--- src/rtl/sym_decoder_if.sv ---
// Symbol-in / bit-and-word-out bundle between the link receiver and sym_decoder.
// No latency of its own; wires only.
// No backpressure: the slave consumes one symbol whenever sym_valid is high.
// SYM_DEC_ERR_CNT_EN adds the err_cnt signal and its width parameter.
interface sym_decoder_if #(
  parameter int DATA_W = 8
`ifdef SYM_DEC_ERR_CNT_EN
  , parameter int ERR_CNT_W = 8
`endif
);
  logic [1:0]        sym_in;
  logic              sym_valid;
  logic              resync;
  logic              bit_out;
  logic              bit_valid;
  logic [DATA_W-1:0] data_out;
  logic              data_valid;
  logic              err;
`ifdef SYM_DEC_ERR_CNT_EN
  logic [ERR_CNT_W-1:0] err_cnt;
`endif

  modport master (
    output sym_in, sym_valid, resync,
    input  bit_out, bit_valid, data_out, data_valid, err
`ifdef SYM_DEC_ERR_CNT_EN
    , input err_cnt
`endif
  );

  modport slave (
    input  sym_in, sym_valid, resync,
    output bit_out, bit_valid, data_out, data_valid, err
`ifdef SYM_DEC_ERR_CNT_EN
    , output err_cnt
`endif
  );
endinterface

--- src/rtl/sym_decoder.sv ---
// 4-state Mealy line-code decoder: 2-bit symbols -> recovered bits -> DATA_W-bit words.
// Latency 1 cycle from symbol to bit_out/bit_valid/err; data_valid rides with the last bit.
// No backpressure: one symbol per cycle when sym_valid; gaps hold state. SYM_DEC_ERR_CNT_EN adds err_cnt.
module sym_decoder #(
  parameter int DATA_W = 8
`ifdef SYM_DEC_ERR_CNT_EN
  , parameter int ERR_CNT_W = 8
`endif
) (
  input  logic         clk,
  input  logic         rst,
  sym_decoder_if.slave bus
);
  localparam int CNT_W = $clog2(DATA_W);

  typedef enum logic [1:0] {S0, S1, S2, S3} state_t;

  state_t            state;
  state_t            state_d;
  state_t            dec_nxt;
  logic              dec_bit;
  logic              dec_ok;
  logic [CNT_W-1:0]  cnt;
  // Only DATA_W-1 bits of history are needed; the newest bit comes from the decoder.
  logic [DATA_W-2:0] shreg;
  logic [DATA_W-1:0] word;

  assign word = {shreg, dec_bit};

  // Decode table lookup and next-state selection (resync, then symbol legality).
  always_comb begin
    dec_bit = 1'b0;
    dec_ok  = 1'b0;
    dec_nxt = S0;
    case (state)
      S0: case (bus.sym_in)
            2'd0: begin dec_ok = 1'b1; dec_bit = 1'b0; dec_nxt = S0; end
            2'd1: begin dec_ok = 1'b1; dec_bit = 1'b1; dec_nxt = S1; end
            default: ;
          endcase
      S1: case (bus.sym_in)
            2'd0: begin dec_ok = 1'b1; dec_bit = 1'b0; dec_nxt = S2; end
            2'd2: begin dec_ok = 1'b1; dec_bit = 1'b1; dec_nxt = S3; end
            default: ;
          endcase
      S2: case (bus.sym_in)
            2'd1: begin dec_ok = 1'b1; dec_bit = 1'b0; dec_nxt = S2; end
            2'd0: begin dec_ok = 1'b1; dec_bit = 1'b1; dec_nxt = S3; end
            default: ;
          endcase
      S3: case (bus.sym_in)
            2'd1: begin dec_ok = 1'b1; dec_bit = 1'b0; dec_nxt = S1; end
            2'd0: begin dec_ok = 1'b1; dec_bit = 1'b1; dec_nxt = S0; end
            default: ;
          endcase
      default: ;
    endcase

    state_d = state;
    if (bus.resync) begin
      state_d = S0;
    end else if (bus.sym_valid) begin
      // An illegal symbol drops back to S0 so the encoder can be reacquired.
      state_d = dec_ok ? dec_nxt : S0;
    end
  end

  // Decoder state register.
  always_ff @(posedge clk or negedge rst) begin
    if (!rst) begin
      state <= S0;
    end else begin
      state <= state_d;
    end
  end

  // Bit output, word assembly and the single-cycle pulses.
  always_ff @(posedge clk or negedge rst) begin
    if (!rst) begin
      bus.bit_out    <= 1'b0;
      bus.bit_valid  <= 1'b0;
      bus.data_out   <= '0;
      bus.data_valid <= 1'b0;
      bus.err        <= 1'b0;
      shreg          <= '0;
      cnt            <= '0;
    end else begin
      bus.bit_valid  <= 1'b0;
      bus.data_valid <= 1'b0;
      bus.err        <= 1'b0;
      if (bus.resync) begin
        // The symbol in a resync cycle is dropped; data_out is kept.
        shreg <= '0;
        cnt   <= '0;
      end else if (bus.sym_valid) begin
        if (dec_ok) begin
          bus.bit_out   <= dec_bit;
          bus.bit_valid <= 1'b1;
          shreg         <= word[DATA_W-2:0];
          if (cnt == CNT_W'(DATA_W - 1)) begin
            bus.data_out   <= word;
            bus.data_valid <= 1'b1;
            cnt            <= '0;
          end else begin
            cnt <= cnt + 1'b1;
          end
        end else begin
          bus.err <= 1'b1;
          shreg   <= '0;
          cnt     <= '0;
        end
      end
    end
  end

`ifdef SYM_DEC_ERR_CNT_EN
  // Saturating count of illegal symbols; only reset clears it.
  always_ff @(posedge clk or negedge rst) begin
    if (!rst) begin
      bus.err_cnt <= '0;
    end else if (bus.sym_valid && !bus.resync && !dec_ok && (bus.err_cnt != '1)) begin
      bus.err_cnt <= bus.err_cnt + 1'b1;
    end
  end
`endif
endmodule

--- src/flat_wrapper.sv ---
// flat-port wrapper written by rule: the top's interface ports become plain ports
module sym_decoder_flat 
#(
  parameter int DATA_W = 8

)
  (clk, rst, bus_sym_in, bus_sym_valid, bus_resync, bus_bit_out, bus_bit_valid, bus_data_out, bus_data_valid, bus_err);
  sym_decoder_if #(.DATA_W(DATA_W)) bus_i ();
  input  logic clk;
  input  logic rst;
  input wire logic [$bits(bus_i.sym_in)-1:0] bus_sym_in;
  input wire logic [$bits(bus_i.sym_valid)-1:0] bus_sym_valid;
  input wire logic [$bits(bus_i.resync)-1:0] bus_resync;
  output wire logic [$bits(bus_i.bit_out)-1:0] bus_bit_out;
  output wire logic [$bits(bus_i.bit_valid)-1:0] bus_bit_valid;
  output wire logic [$bits(bus_i.data_out)-1:0] bus_data_out;
  output wire logic [$bits(bus_i.data_valid)-1:0] bus_data_valid;
  output wire logic [$bits(bus_i.err)-1:0] bus_err;
  assign bus_i.sym_in = bus_sym_in;
  assign bus_i.sym_valid = bus_sym_valid;
  assign bus_i.resync = bus_resync;
  assign bus_bit_out = bus_i.bit_out;
  assign bus_bit_valid = bus_i.bit_valid;
  assign bus_data_out = bus_i.data_out;
  assign bus_data_valid = bus_i.data_valid;
  assign bus_err = bus_i.err;
  sym_decoder #(.DATA_W(DATA_W)) u_core (.clk(clk), .rst(rst), .bus(bus_i));
endmodule
--- config.mk ---
export PLATFORM = sky130hd
export DESIGN_NAME = sym_decoder_flat
export DESIGN_NICKNAME = d
export VERILOG_FILES = /design/src/rtl/sym_decoder_if.sv /design/src/rtl/sym_decoder.sv /design/src/flat_wrapper.sv
export SDC_FILE = /design/constraint.sdc
export NUM_CORES = 1
export LEC_CHECK = 0
export CORE_UTILIZATION = 40
export DETAILED_ROUTE_END_ITERATION = 8
export GPL_TIMING_DRIVEN = 0
export PLACE_DENSITY = 0.75
export SLEW_MARGIN = 0
export SYNTH_ARGS = -nofsm -noshare
export SYNTH_HDL_FRONTEND = slang
export SYNTH_SLANG_ARGS = --single-unit
export TNS_END_PERCENT = 50
--- constraint.sdc ---
create_clock -name clk -period 2.1 [get_ports clk]
set_input_delay 0.315 -clock clk [delete_from_list [all_inputs] [get_ports clk]]
set_output_delay 0.315 -clock clk [all_outputs]
set_load 0.1 [all_outputs]
### Word-level counts from Yosys, hierarchy flattened

Cells that the tools add are included.

| storage, ports and cells | value |
|---|---|
| input bits | 6 |
| flip-flop bits (word level) | 24 |
| word-level logic and storage cells | 57 |
| output and inout port bits | 12 |

| operators by class | value |
|---|---|
| add/sub/neg operators | 1 |
| equal/unequal tests | 6 |
| bitwise logic cells | 1 |
| reduce and logical (&&, ||, !) cells | 10 |
| multiplexer cells | 31 |

Operator list:

| operator | number |
|---|---|
| 7-bit 2-to-1 mux | 3 |
| 1-bit 2-to-1 mux | 16 |
| 3-bit 2-to-1 mux | 4 |
| 2-bit case mux with 2 select lines | 2 |
| 2-bit OR reduction | 4 |
| 2-bit == test (second input constant) | 3 |
| 2-bit 2-to-1 mux | 3 |
| 2-bit case mux with 3 select lines | 1 |
| 2-bit by 1-bit == test with 1-bit output (second input constant) | 2 |
| 2-bit logical NOT | 2 |
| 4-bit AND reduction | 1 |
| 3-bit by 1-bit adder with 3-bit output (second input constant) | 1 |
| 3-bit == test (second input constant) | 1 |
| 1-bit case mux with 3 select lines | 1 |
| 3-bit AND reduction | 1 |
| 3-bit OR reduction | 1 |
| 1-bit case mux with 2 select lines | 1 |
| 2-bit nonzero test | 1 |
| 1-bit inverter | 1 |

### Logic depth before layout (Yosys ltp)

Gate-level depths: netlist of run 1.

| depth | value |
|---|---|
| depth after elaboration | 7 |
| gate-level depth with buffers | 6 |
| gate-level depth less buffers | 6 |

### Worst setup path before layout of run 1

No wires, ideal clock.

| path | value |
|---|---|
| kind | flip-flop to flip-flop |
| start point | reg u_core.state[1] |
| end point | reg u_core.bus.data_out[0] |
| data required time | 1.974 ns |
| data arrival time | 1.568 ns |
| setup slack | 0.406 ns |
| stages on the path, launching flop included | 7 |
| period minus slack after synthesis | 1.694 ns |
| path buffers | 0 |
| setup time | 0.126 ns |
| cell sequence | dfrtp_1 > inv_1 > ha_1 > mux2i_2 > nand3_4 > inv_2 > mux2_4 |

| on the way | value |
|---|---|
| cells in the longest elaborated chain, start to end | 4 |
| elaborated cells on any way between the ends | 9 |
| those cells by class | 3 x eq/ne; 2 x mux; 4 x reduce/logical |

Ends and longest elaborated chain:

| element | line | RTL |
|---|---|---|
| start, declared | sym_decoder.sv:18 | `state_t state;` |
| start signal, assigned | sym_decoder.sv:73 | `state <= state_d;` |
| 2-bit == test / 2-bit logical NOT (equally long branches) | sym_decoder.sv:35 | `case (state)` |
| 3-bit OR reduction (no source line) | n/a |  |
| 1-bit case mux with 2 select lines | sym_decoder.sv:35 |  |
| 4-bit AND reduction (no source line) | n/a |  |
| end signal, assigned | sym_decoder.sv:101 | `bus.data_out <= word;` |
| end, declared | sym_decoder_if.sv:33 | `output bit_out, bit_valid, data_out, data_valid, err` |

Parallel ways exist; a longest one is shown, timed or not.
A chain may end at the register's enable or synchronous reset.

### Worst setup path in the final report of run 1

Same ends and word-level chain as after synthesis.

==> results of run 1 <==
-- registers in the layout, summed over array words and instances, names as in the netlist --
name / flops
u_core.bus.bit_out: 1
u_core.bus.bit_valid: 1
u_core.bus.data_out: 8
u_core.bus.data_valid: 1
u_core.bus.err: 1
u_core.cnt: 3
u_core.shreg: 7
u_core.state: 2
-- cells in the final DEF, fill, tap and decap left out --
master and instances:
ha_1 7, inv_1 2, nand3b_1 1, dlygate4sd2_1 11, o41ai_2 1, and2_4 1, buf_6 1, a21o_1 1
mux2i_2 1, clkdlybuf4s50_1 5, mux2_1 1, nor2b_1 1, and2b_1 2, a22o_1 11, a311oi_2 1, mux2_4 8
clkbuf_1 1, dfrtp_1 24, or2_2 1, inv_2 1, nand2_1 1, or3b_1 1, nand3_4 1, or4b_1 1
nor2_1 3, clkbuf_4 3, dlymetal6s2s_1 1, nor3_1 1
-- through the flow --
step | area, µm² | utilization [%] | worst slack, ns | hold slack (ns)
global route | 1310 | 52.1 | 0.114 | 0.545
detailed placement | 1300 | 51.6 | 0.205 | 0.482
global placement | 1300 | 51.6 | 0.235 | 0.475
finish | 1310 | 52.1 | 0.230 | 0.502
floorplan | 1090 | - | 0.406 | 0.0194
CTS | 1310 | 52.0 | 0.00874 | 0.505
-- cell families after synthesis --
logic type	Yosys count	synth area share, %
adders and majority gates	7	8.00
AOI/OAI and AO/OA	14	12.3
muxes	10	13.3
buffers and inverters	5	2.40
DFF	24	54.9
and+or+nand+nor	14	9.14
-- what timing repair did --
item                       4_1_cts  5_1_grt
gates resized for setup         11        1
pin swaps                        0        0
setup endpoints to repair       11        1
gates cloned                     0        0
-- final cells by class --
type | instances | area, µm² | area share [%]
clock buffers | 3 | 22.5 | 1.71
plain buffers | 2 | 15.0 | 1.14
well taps | 30 | 37.5 | 2.86
inverters | 3 | 11.3 | 0.857
flip-flops and latches | 24 | 601 | 45.7
multi-input cells | 45 | 468 | 35.6
repair buffers | 17 | 159 | 12.1
-- power by group through the flow --
| stage | Clock [W] | Sequential, W | Combinational [W] |
|---|---|---|---|
| final | 0.000190 | 0.000478 | 0.000117 |
| after global placement | 0 | 0.000487 | 0.000120 |
| after CTS | 0.000202 | 0.000479 | 0.000119 |
| after floorplan | 0 | 0.000527 | 0.0000400 |
| after detailed placement | 0 | 0.000488 | 0.000122 |
| after global routing | 0.000225 | 0.000481 | 0.000127 |
-- path summary, 6_finish.rpt --
path                                          from  depth (start not counted)                      to
worst max register to register     u_core.state[1]                          6  u_core.bus.data_out[0]
min in group asynchronous                      rst                          1  u_core.bus.data_out[5]
max in group asynchronous                      rst                          1  u_core.bus.data_out[3]
worst min-delay path            u_core.bus.bit_out                          1      u_core.bus.bit_out
worst max-delay path               u_core.state[1]                          6  u_core.bus.data_out[0]
worst min register to register  u_core.bus.bit_out                          1      u_core.bus.bit_out
-- critical path, cell delays in order, from the launching register on --
cell and delay, ns:
dfrtp_1 0.44, inv_1 0.11, ha_1 0.25, mux2i_2 0.32
nand3_4 0.22, inv_2 0.12, mux2_4 0.30
-- layer usage --
metal / wire length (µm) / part of all wire [%]
met1: 808 / 44
met2: 950 / 52
met3: 65 / 3.6
met4: 4 / 0.22
met5: 0 / 0
==> key figures, run 1 <==
Worst setup path
  • CP endpoint kind: flop
  • Worst setup SP type: flop
  • Worst R2R Setup Slack: 0.23 ns
  • Maximum fanout along the worst path: 8
  • Critical Path RT: 2.30 ns
  • Worst EP arrival: 2.07 ns
  • CP Class: reg2reg

Logic synthesis
  • Synth cell types: 24
  • Post-synth top area cell: dfrtp_1
  • Top FF cell, synth: dfrtp_1
  • Synth area leaders: dfrtp_1 (55%), mux2_4 (11%), a22o_1 (8.8%)
  • Syn_area_per_cell: 14.8 µm²
  • Sequential element share of the synthesized area: 54.9%
  • Synth Register Bits: 24
  • Most frequent cell after synthesis: dfrtp_1
  • Syn Inst Count: 74
  • Post-Syn Area: 1090 µm²
  • Top-area cell type share of the netlist area: 54.9%
  • Synth warn: 0
  • Top cells by count, synth: dfrtp_1 (24), a22o_1 (11), mux2_4 (8), ha_1 (7), nor2_1 (3)
  • EDFF count, synth: 0
  • Synth async-reset ratio: 100%
  • Net Count, Synth: 87

Final layout
  • Fill cells: 225
  • Non-Filler Instances: 124
  • Share of cells above drive strength 1: 20.2%
  • Nets: 109
  • N_diodes: 0
  • Synth-to-Final Area Change: 20.0%

Place
  • # port buffers: 17
  • DP Cell Count: 121
  • GPL Wtd Cong: 0.698

CTS
  • Longest Clk Path Bufs: 2
  • Clock slew at reported path FFs: 0.12 ns
  • Postcts setup bufs: 0
  • TritonCTS Buffers: 3
  • Root Driver: clkbuf_4
  • # hold bufs at CTS: 0
  • Clock sinks: 24
  • H-tree lvl count: 1
  • Clk_lat worst skew: 0.30 ns
  • CTS tree: built

STA
  • Final setup viols: 0
  • Setup_tns: 0 ns
  • RSZ-0062 raised after global routing: false
  • Final hold violations: 0
  • Max Clock Freq: 0.535 GHz
  • Max transition margin: 29.4%
  • Worst Tran Pin Value: 1.05 ns
  • Max-slew violations: 0
  • Final period util: 89.0%
  • Worst clock skew: 0.00128 ns
  • Period minus WS final: 1.87 ns

Power and ir drop
  • P_leak: 0.718 nW
  • IR drop worst, VDD: 0.419 mV
  • Logic pwr share: 14.9%
  • Sw Share: 26.8%
  • Power Density: 598 nW/µm²
  • Sw power: 0.000211 W
  • Int Pwr: 0.000575 W
  • Tot Pwr: 0.000786 W
  • Clock network power share: 24.2%
  • Sequential share of power: 60.9%

Route
  • Drt wl/cell: 14.8 µm
  • Vias: 652
  • Initial drt markers: 4
  • Routed Antenna Nets: 0
  • Routed wire length: 1.83 mm
  • Via density: 5.26
  • DRC: 0
  • DRT Pass-1 Iters: 4

Floorplan
  • # IOs: 18
  • Die area: 2950 µm²
  • Starting Density: 43.4%
  • Die width: 54.3 µm
  • Die height: 54.3 µm
  • Row cnt: 18
  • Core Area: 2520 µm²

Global routing
  • Most used routing layer: met2
  • Gr usage total: 15.7%
  • Overflow after GRT: 0
  • Met2 GRT Util: 27.6%
  • GRT met1 Usage: 18.8%
  • Largest net degree at the start of global routing: 25
  • Initial antenna violation count: 0
  • Vias in the first global route: 670
  • Met3 Use GR: 5.00%
  • First-pass GRT wire length: 3.25 mm

Hold path
  • Hold Crit Class: reg2reg

Flow run
  • # Max-Cap Violations: 0

Run status
  • Outcome: finished clean
Power figures use the tool's default switching activity.
==> run 2: changes to the inputs <==
- CORE_UTILIZATION: 40 -> 30
- PLACE_DENSITY: 0.75 -> 0.62
==> key figures, run 2 (synthesis gave the netlist of run 1 again) <==
Route
  • Routed wire length: 1.67 mm (was 1.83 mm)
  • DRT Pass-1 Iters: 2 (was 4)
  • Via density: 4.59 (was 5.26)
  • Initial drt markers: 20 (was 4)
  • Drt wl/cell: 11.8 µm (was 14.8 µm)
  • Vias: 647 (was 652)
  • Routed Antenna Nets: 0 (unchanged)
  • DRC: 0 (unchanged)

Worst setup path
  • Critical Path End: u_core.bus.data_out[0] (unchanged)
  • Maximum fanout along the worst path: 8 (unchanged)
  • Critical path depth in cells: 6 (unchanged)
  • CP Class: reg2reg (unchanged)
  • Worst reg2reg path depth: 6 (unchanged)
  • Worst r2r src: u_core.state[1] (unchanged)
  • Worst EP arrival: 2.05 ns (was 2.07 ns)
  • CP Launch Point: u_core.state[1] (unchanged)
  • Crit path max-delay family: multiplexers (unchanged)
  • Worst setup SP type: flop (unchanged)
  • CP max stage delay: 0.44 ns (about the same)
  • Worst R2R Setup Slack: 0.25 ns (was 0.23 ns)
  • CP Cell Sequence: inv_1, ha_1, mux2i_2, nand3_4, inv_2, mux2_4 (unchanged)
  • CP endpoint kind: flop (unchanged)
  • Critical Path RT: 2.30 ns (about the same)
  • R2r endpoint: u_core.bus.data_out[0] (unchanged)
  • Worst path slowest cell: dfrtp_1 (unchanged)
  • WP buf/inv: 2 (unchanged)

Final layout
  • Commonest non-fill, non-tap cell in the layout: dfrtp_1 (unchanged)
  • Most frequent cells in the layout: dfrtp_1 (24), a22o_1 (11), dlygate4sd2_1 (11) (unchanged)
  • Register name with the most flops: u_core.bus.data_out (unchanged)
  • Synth-to-Final Area Change: 23.1% (was 20.0%)
  • Share of cells above drive strength 1: 21.1% (was 20.2%)
  • Max reg flops: 8 (unchanged)
  • Largest regs: u_core.bus.data_out x8, u_core.shreg x7, u_core.cnt x3 (unchanged)
  • N_diodes: 0 (unchanged)
  • Nets: 109 (unchanged)

Global routing
  • Overflow after GRT: 0 (unchanged)
  • First-pass GRT wire length: 2.90 mm (was 3.25 mm)
  • Vias in the first global route: 630 (was 670)
  • Gr usage total: 9.33% (was 15.7%)
  • Largest net degree at the start of global routing: 25 (unchanged)
  • Initial antenna violation count: 0 (unchanged)

CTS
  • Postcts setup bufs: 0 (unchanged)
  • CTS resizes: 11 (unchanged)
  • Longest Clk Path Bufs: 2 (unchanged)
  • H-tree lvl count: 1 (unchanged)
  • Root Driver: clkbuf_4 (unchanged)
  • CTS tree: built (unchanged)
  • Clock sinks: 24 (unchanged)
  • TritonCTS Buffers: 3 (unchanged)
  • # hold bufs at CTS: 0 (unchanged)
  • Clk_lat worst skew: 0.30 ns (about the same)
  • Clock slew at reported path FFs: 0.12 ns (about the same)

Floorplan
  • # IOs: 18 (unchanged)
  • Die width: 62.4 µm (was 54.3 µm)
  • Die height: 62.4 µm (was 54.3 µm)
  • Die area: 3900 µm² (was 2950 µm²)
  • Starting Density: 32.1% (was 43.4%)
  • Row cnt: 21 (was 18)
  • Core Area: 3420 µm² (was 2520 µm²)

STA
  • Max Clock Freq: 0.541 GHz (was 0.535 GHz)
  • Max-slew violations: 0 (unchanged)
  • Period minus WS final: 1.85 ns (was 1.87 ns)
  • Setup_tns: 0 ns (unchanged)
  • Final period util: 88.1% (was 89.0%)
  • Final hold violations: 0 (unchanged)
  • Worst hold slack: 0.501 ns (was 0.502 ns)
  • RSZ-0062 raised after global routing: false (unchanged)
  • Max transition margin: 30.3% (was 29.4%)
  • Worst clock skew: 0.00477 ns (was 0.00128 ns)
  • Worst Tran Pin Value: 1.04 ns (was 1.05 ns)
  • Final setup viols: 0 (unchanged)

Power and ir drop
  • Sw power: 0.000217 W (was 0.000211 W)
  • Sw Share: 26.1% (was 26.8%)
  • Clock network power share: 28.4% (was 24.2%)
  • Sequential share of power: 57.7% (was 60.9%)
  • Power Density: 616 nW/µm² (was 598 nW/µm²)
  • Tot Pwr: 0.000830 W (was 0.000786 W)
  • Int Pwr: 0.000613 W (was 0.000575 W)
  • P_leak: 0.725 nW (was 0.718 nW)
  • IR drop worst, VDD: 0.183 mV (was 0.419 mV)
  • Logic pwr share: 13.9% (was 14.9%)

Hold path
  • Hold Crit Class: reg2reg (unchanged)
  • Hold Startpoint: u_core.bus.bit_out (unchanged)

Place
  • # port buffers: 17 (unchanged)
  • DPL Wire Length: 1.24 mm
  • GPL Wtd Cong: 0.697 (was 0.698)

Flow run
  • # Max-Cap Violations: 0 (unchanged)

Run status
  • Outcome: finished clean (unchanged)
## run 2: worst min-delay path by stage
stage | end | slack, ns | cells past startpoint
floorplan | u_core.bus.bit_out | 0.02 | 0
global placement | u_core.bus.bit_out | 0.47 | 1
detailed placement | u_core.bus.bit_out | 0.48 | 1
CTS | u_core.bus.bit_out | 0.51 | 1
global route | u_core.bus.data_out[7] | 0.54 | 1
finish | u_core.bus.bit_out | 0.50 | 1
## run 2: worst reg2reg max path, stage by stage (launching register included)
cell and delay [ns]:
dfrtp_1 0.44, inv_1 0.12, ha_1 0.25, mux2i_2 0.33, nand3_4 0.21, inv_2 0.11, mux2_4 0.30
## run 2: power by group through the flow
stage | registers [W] | logic [W] | clock network [W]
after global placement | 0.000487 | 0.000120 | 0
after floorplan | 0.000527 | 0.0000400 | 0
after CTS | 0.000479 | 0.000118 | 0.000244
after global routing | 0.000481 | 0.000125 | 0.000270
after detailed placement | 0.000488 | 0.000121 | 0
final | 0.000479 | 0.000116 | 0.000235
## run 2: area by class of cell
type	instances	area, µm²
fillers	332	2070
repair buffers	17	159
multi-input cells	45	468
flip-flops and latches	24	601
well taps	46	57.6
plain buffers	2	15.0
clock buffers	4	36.3
inverters	3	11.3
## run 2: through the flow
stage | utilization [%] | worst slack, ns | cell area, µm² | cells
after global placement | 38.7 | 0.239 | 1320 | 137
after global routing | 39.5 | 0.138 | 1350 | 141
final | 39.5 | 0.250 | 1350 | 141
after CTS | 39.4 | 0.00358 | 1350 | 141
after floorplan | - | 0.406 | 1090 | 74
after detailed placement | 38.7 | 0.222 | 1320 | 137
## run 2: layer usage
| layer | global-route usage (%) | share of wire [%] | vias up |
|---|---|---|---|
| met1 | 12.9 | 51 | 318 |
| met4 | 3.49 | 0.24 | 0 |
| met5 | 0 | 0 | - |
| met3 | 1.82 | 4.1 | 2 |
| li1 | - | - | 313 |
| met2 | 14.4 | 44 | 14 |
